### src/rtl/inst_fifo_dual.sv
// Dual-issue instruction queue: accepts up to two fetched instructions per cycle
// and presents the two oldest entries as the master/slave issue pair.
module inst_fifo_dual #(
    parameter int DEPTH  = 16,
    parameter int DATA_W = 32,
    parameter int PC_W   = 32
) (
    input  logic                     clk,
    input  logic                     rst,
    input  logic                     flush,
    input  logic                     master_push_en,
    input  logic [DATA_W-1:0]        master_push_inst,
    input  logic [PC_W-1:0]          master_push_pc,
    input  logic                     slave_push_en,
    input  logic [DATA_W-1:0]        slave_push_inst,
    input  logic [PC_W-1:0]          slave_push_pc,
    input  logic                     master_pop,
    input  logic                     slave_pop,
    output logic                     master_valid,
    output logic [DATA_W-1:0]        master_inst,
    output logic [PC_W-1:0]          master_pc,
    output logic                     slave_valid,
    output logic [DATA_W-1:0]        slave_inst,
    output logic [PC_W-1:0]          slave_pc,
    output logic                     full,
    output logic                     empty,
    output logic [$clog2(DEPTH):0]   count
);

    localparam int AW = $clog2(DEPTH);
    localparam int CW = AW + 1;

    logic [DATA_W-1:0] inst_mem [DEPTH];
    logic [PC_W-1:0]   pc_mem   [DEPTH];

    logic [AW-1:0] rd_ptr;
    logic [AW-1:0] wr_ptr;
    logic [AW-1:0] rd_nxt;
    logic [AW-1:0] wr_nxt;

    logic [1:0]    pop_req;
    logic [1:0]    pop_n;
    logic [1:0]    push_req;
    logic [1:0]    push_n;
    logic          push_ok;
    logic [CW-1:0] count_next;

    assign rd_nxt = rd_ptr + AW'(1);
    assign wr_nxt = wr_ptr + AW'(1);

    always_comb begin
        pop_req  = master_pop ? (slave_pop ? 2'd2 : 2'd1) : 2'd0;
        push_req = master_push_en ? (slave_push_en ? 2'd2 : 2'd1) : 2'd0;
        // Pops are clamped to what is actually held; count is 0 or 1 whenever the clamp bites.
        pop_n    = (CW'(pop_req) > count) ? count[1:0] : pop_req;
        // Space freed by a same-cycle pop is not credited, so a pair never lands on an occupied slot.
        push_ok  = ({1'b0, count} + (CW+1)'(push_req)) <= (CW+1)'(DEPTH);
        push_n   = push_ok ? push_req : 2'd0;
        count_next = count + CW'(push_n) - CW'(pop_n);
    end

    always_ff @(posedge clk) begin
        if (!rst) begin
            rd_ptr <= '0;
            wr_ptr <= '0;
            count  <= '0;
        end else if (flush) begin
            rd_ptr <= '0;
            wr_ptr <= '0;
            count  <= '0;
        end else begin
            rd_ptr <= rd_ptr + AW'(pop_n);
            wr_ptr <= wr_ptr + AW'(push_n);
            count  <= count_next;
        end
    end

    always_ff @(posedge clk) begin
        if (rst && !flush) begin
            if (push_n != 2'd0) begin
                inst_mem[wr_ptr] <= master_push_inst;
                pc_mem[wr_ptr]   <= master_push_pc;
            end
            if (push_n == 2'd2) begin
                inst_mem[wr_nxt] <= slave_push_inst;
                pc_mem[wr_nxt]   <= slave_push_pc;
            end
        end
    end

    always_comb begin
        master_valid = (count != '0);
        slave_valid  = (count >= CW'(2));
        master_inst  = master_valid ? inst_mem[rd_ptr] : '0;
        master_pc    = master_valid ? pc_mem[rd_ptr]   : '0;
        slave_inst   = slave_valid  ? inst_mem[rd_nxt] : '0;
        slave_pc     = slave_valid  ? pc_mem[rd_nxt]   : '0;
        full         = (count >= CW'(DEPTH - 1));
        empty        = (count == '0);
    end

endmodule

### config.mk
export PLATFORM = sky130hd
export DESIGN_NAME = inst_fifo_dual
export DESIGN_NICKNAME = d
export VERILOG_FILES = /design/src/rtl/inst_fifo_dual.sv
export SDC_FILE = /design/constraint.sdc
export NUM_CORES = 2
export LEC_CHECK = 0
export ABC_AREA = 0
export BUFFER_PORTS_ARGS = -buffer_cell sky130_fd_sc_hd__buf_2
export CAP_MARGIN = 20
export CELL_PAD_IN_SITES_DETAIL_PLACEMENT = 2
export CELL_PAD_IN_SITES_GLOBAL_PLACEMENT = 2
export CORE_AREA = 2 2 351 353
export DETAILED_ROUTE_END_ITERATION = 12
export DIE_AREA = 0 0 353 355
export PLACE_DENSITY_LB_ADDON = 0.05
export SETUP_SLACK_MARGIN = 0.02
export SYNTH_ARGS = -nofsm -noshare
export SYNTH_HDL_FRONTEND = slang
export SYNTH_SLANG_ARGS = --single-unit
### constraint.sdc
create_clock -name clk -period 10.83 [get_ports clk]
set_input_delay 0.5415 -clock clk [delete_from_list [all_inputs] [get_ports clk]]
set_output_delay 0.5415 -clock clk [all_outputs]
set_load 0.05 [all_outputs]
==> results.sh <==
export IMPL_syn_nets=4111
export IMPL_synth_simple_area_share=0.04074
export IMPL_min_period_ps=6530
export IMPL_dp_hpwl_mm=131.4
export IMPL_grt_pass1_wl_mm=360.7
export IMPL_fmax_mhz=153.1
export IMPL_dp_slack_ps=5096
export IMPL_grt_max_degree=151
export IMPL_grt_busiest_layer="met2"
export IMPL_critPathMaxFanout=146
export IMPL_synth_seq_cells=1037
export IMPL_clkSlewWorstSetupHoldPaths_ps=60
export IMPL_fin_skew_ps=34.70
export IMPL_cap_violations=0
export IMPL_place_congestion=0.8178
export IMPL_drt_pass1_iter_count=5
export IMPL_synthArstFlopShare=0
export IMPL_use_met3=0.07590
export IMPL_seq_area_um2=31020
export IMPL_hold_ws_ps=263.1
export IMPL_overflow=0
export IMPL_startpoint_type="flop"
export IMPL_nNetsFinal=4044
export IMPL_worstSetupStartpoint="rd_ptr[0]"
export IMPL_dr_total_vias=44530
export IMPL_syn_area_um2=60410
export IMPL_muxShareOfSynthArea=0.2255
export IMPL_synth_top_family_by_area="multiplexers"
export IMPL_synth_adder_area_share=0.005634
export IMPL_drtIter0Drc=6375
export IMPL_ys_flop_type="edfxtp_1"
export IMPL_drcViolationCount=0
export IMPL_placed_cell_area_um2=62330
export IMPL_antenna_found_initial=27
export IMPL_required_ps=10290
export IMPL_wl_per_cell_um=44.77
export IMPL_tns_ps=0
export IMPL_area_delta_synth_final_pct=9.596
export IMPL_synthDistinctLibCells=53
export IMPL_hp_start="slave_push_pc[11]"
export IMPL_ys_seq_area_frac=0.5133
export IMPL_ir_worst_vdd_mv=0.3816
export IMPL_grt_use_met1=0.5191
export IMPL_die_area_um2=125300
export IMPL_clockBufferDepth=3
export IMPL_ys_warn_count=0
export IMPL_track_usage=0.4005
export IMPL_syn_avg_cell_area_um2=15.29
export IMPL_start_util=0.4976
export IMPL_htreeDepth=3
export IMPL_cts_sinks=1037
export IMPL_power_density_nw_per_um2=201.1
export IMPL_path_class="reg -> out"
export IMPL_rr_startpoint="count[1]"
export IMPL_clock_latency_ps=760
export IMPL_min_path_type="in -> reg"
export IMPL_grt_pass1_vias=47770
export IMPL_drt_total_wl_mm=251.9
export IMPL_fillers=10650
export IMPL_io_pins=272
export IMPL_fin_area_um2=66210
export IMPL_viasPerCell=7.913
export IMPL_tightest_slew_ps=1241
export IMPL_synthXorXnorAreaFrac=0.001160
export IMPL_drive_above_1_share=0.2935
export IMPL_rows=128
export IMPL_worst_slack_ps=4300
export IMPL_holdBufCountCts=0
export IMPL_cts_tree="built"
export IMPL_setup_violations_final=0
export IMPL_cts_buffers=118
export IMPL_slew_headroom=0.1730
export IMPL_final_cell_count_no_fill=5627
export IMPL_numPortBuffers=271
export IMPL_netlist_instances=3952
export IMPL_leakagePower_uw=0.01951
export IMPL_arrival_ps=5990
export IMPL_hold_violations=0
export IMPL_end_kind="primary output"
export IMPL_status="complete, no violations"
export IMPL_cts_setup_buffers=0
export IMPL_drv_slew=0
export IMPL_drtAntennaViolNets=0
export IMPL_synth_compound_area_share=0.1694
export IMPL_dp_cells=5385
export IMPL_fp_dieH_um=355
export IMPL_coreArea_um2=121400
export IMPL_root_buffer="clkbuf_16"
export IMPL_cts_resized=0
export IMPL_fin_crit_sh=0.6029
export IMPL_die_w_um=353
export IMPL_synth_edf_count=1024
export IMPL_multi_input_area_um2=27020
export IMPL_rsz0062_at_grt="no"
export IMPL_grt_use_met2=0.6480
==> worst paths after layout <==
| path | to | slack [ps] | cells past startpoint |
|---|---|---|---|
| worst max register to register | pc_mem[4][8] | 5280 | 11 |
| worst min-delay path | pc_mem[12][11] | 260 | 3 |
| worst min register to register | wr_ptr[2] | 820 | 2 |
| worst max-delay path | slave_pc[5] | 4300 | 8 |
==> power breakdown <==
part	total [µW]	internal, µW	switching [µW]
registers	4520	4460	61.5
logic	4820	1430	3390
clock network	3980	2210	1760
==> kinds of logic after synthesis <==
logic type / count (synthesis)
and+or+nand+nor: 484
muxes: 641
adders and majority gates: 25
AOI/OAI and AO/OA: 1187
xor gates and xnor gates: 8
DFF: 1037
buffers and inverters: 570
==> layout by cell type (no fill, tap or decap), types with 16 or more instances in the layout <==
| master | Yosys | routed |
|---|---|---|
| mux2i_1 | 65 | 65 |
| mux4_2 | 576 | 576 |
| clkbuf_1 | 201 | 25 |
| nor2b_1 | 136 | 134 |
| inv_1 | 17 | 17 |
| nand2_1 | 263 | 263 |
| clkbuf_16 | 0 | 119 |
| a211oi_1 | 128 | 128 |
| clkinv_1 | 0 | 29 |
| clkinv_2 | 0 | 31 |
| edfxtp_1 | 1024 | 1024 |
| buf_4 | 12 | 78 |
| o2bb2ai_1 | 1024 | 1024 |
| nor2_1 | 22 | 17 |
| nand3_4 | 13 | 16 |
| buf_2 | 234 | 271 |
| ha_1 | 20 | 19 |
==> per-stage QoR <==
stage	power (µW)	util
final	13310	0.5454
after global routing	13610	0.5453
after CTS	13280	0.5440
after detailed placement	9357	0.5134
after global placement	9260	0.5134
after floorplan	7937	-
==> flip-flops by register name, summed over array words and instances (netlist names) <==
register	cells
inst_mem	512
pc_mem	512
count	5
rd_ptr	4
wr_ptr	4
==> layout make-up <==
class	count	share of cell area
clock buffers	146	0.04681
well taps	1625	0.03071
flip-flops and latches	1037	0.4686
repair buffers	366	0.03492
diodes	15	0.0005669
multi-input cells	2345	0.4082
clock inverters	76	0.009241
inverters	17	0.0009638
==> synthesized netlist by cell type, types with 2 or more instances <==
library cell | number | share of area
edfxtp_1 | 1024 | 0.51
o2bb2ai_1 | 1024 | 0.15
mux4_2 | 576 | 0.21
nand2_1 | 263 | 0.016
buf_2 | 234 | 0.019
clkbuf_1 | 201 | 0.012
nor2b_1 | 136 | 0.014
a211oi_1 | 128 | 0.016
buf_1 | 80 | 0.0050
mux2i_1 | 65 | 0.011
buf_6 | 26 | 0.0048
nor2_1 | 22 | 0.0014
ha_1 | 20 | 0.0041
inv_1 | 17 | 0.0011
dfxtp_1 | 13 | 0.0043
nand3_4 | 13 | 0.0038
and2_1 | 12 | 0.0012
buf_4 | 12 | 0.0015
nor3_1 | 11 | 0.00091
a21oi_1 | 8 | 0.00066
nand2b_1 | 6 | 0.00062
nand3_1 | 6 | 0.00050
xnor2_1 | 6 | 0.00087
fa_1 | 4 | 0.0013
nor2_2 | 4 | 0.00041
o21ai_0 | 4 | 0.00033
o32ai_1 | 3 | 0.00044
a32oi_1 | 2 | 0.00029
a32oi_2 | 2 | 0.00054
and3_1 | 2 | 0.00021
nand3_2 | 2 | 0.00033
o2111ai_1 | 2 | 0.00029
o31ai_1 | 2 | 0.00025
or2_2 | 2 | 0.00021
xor2_1 | 2 | 0.00029
==> routing by layer <==
layer,vias up,part of all wire
li1,16760,-
met1,23590,0.36
met2,3336,0.48
met3,825,0.11
met4,22,0.056
met5,-,0.00058
==> critical path: stages, from the launching register on <==
cell      delay, ps
dfxtp_4         740
buf_4           790
ha_4            930
buf_12          860
mux4_2          390
nor2b_1         140
a211oi_1         80
a211oi_1        730
buf_2           400
(Power assumes the default switching activity.)
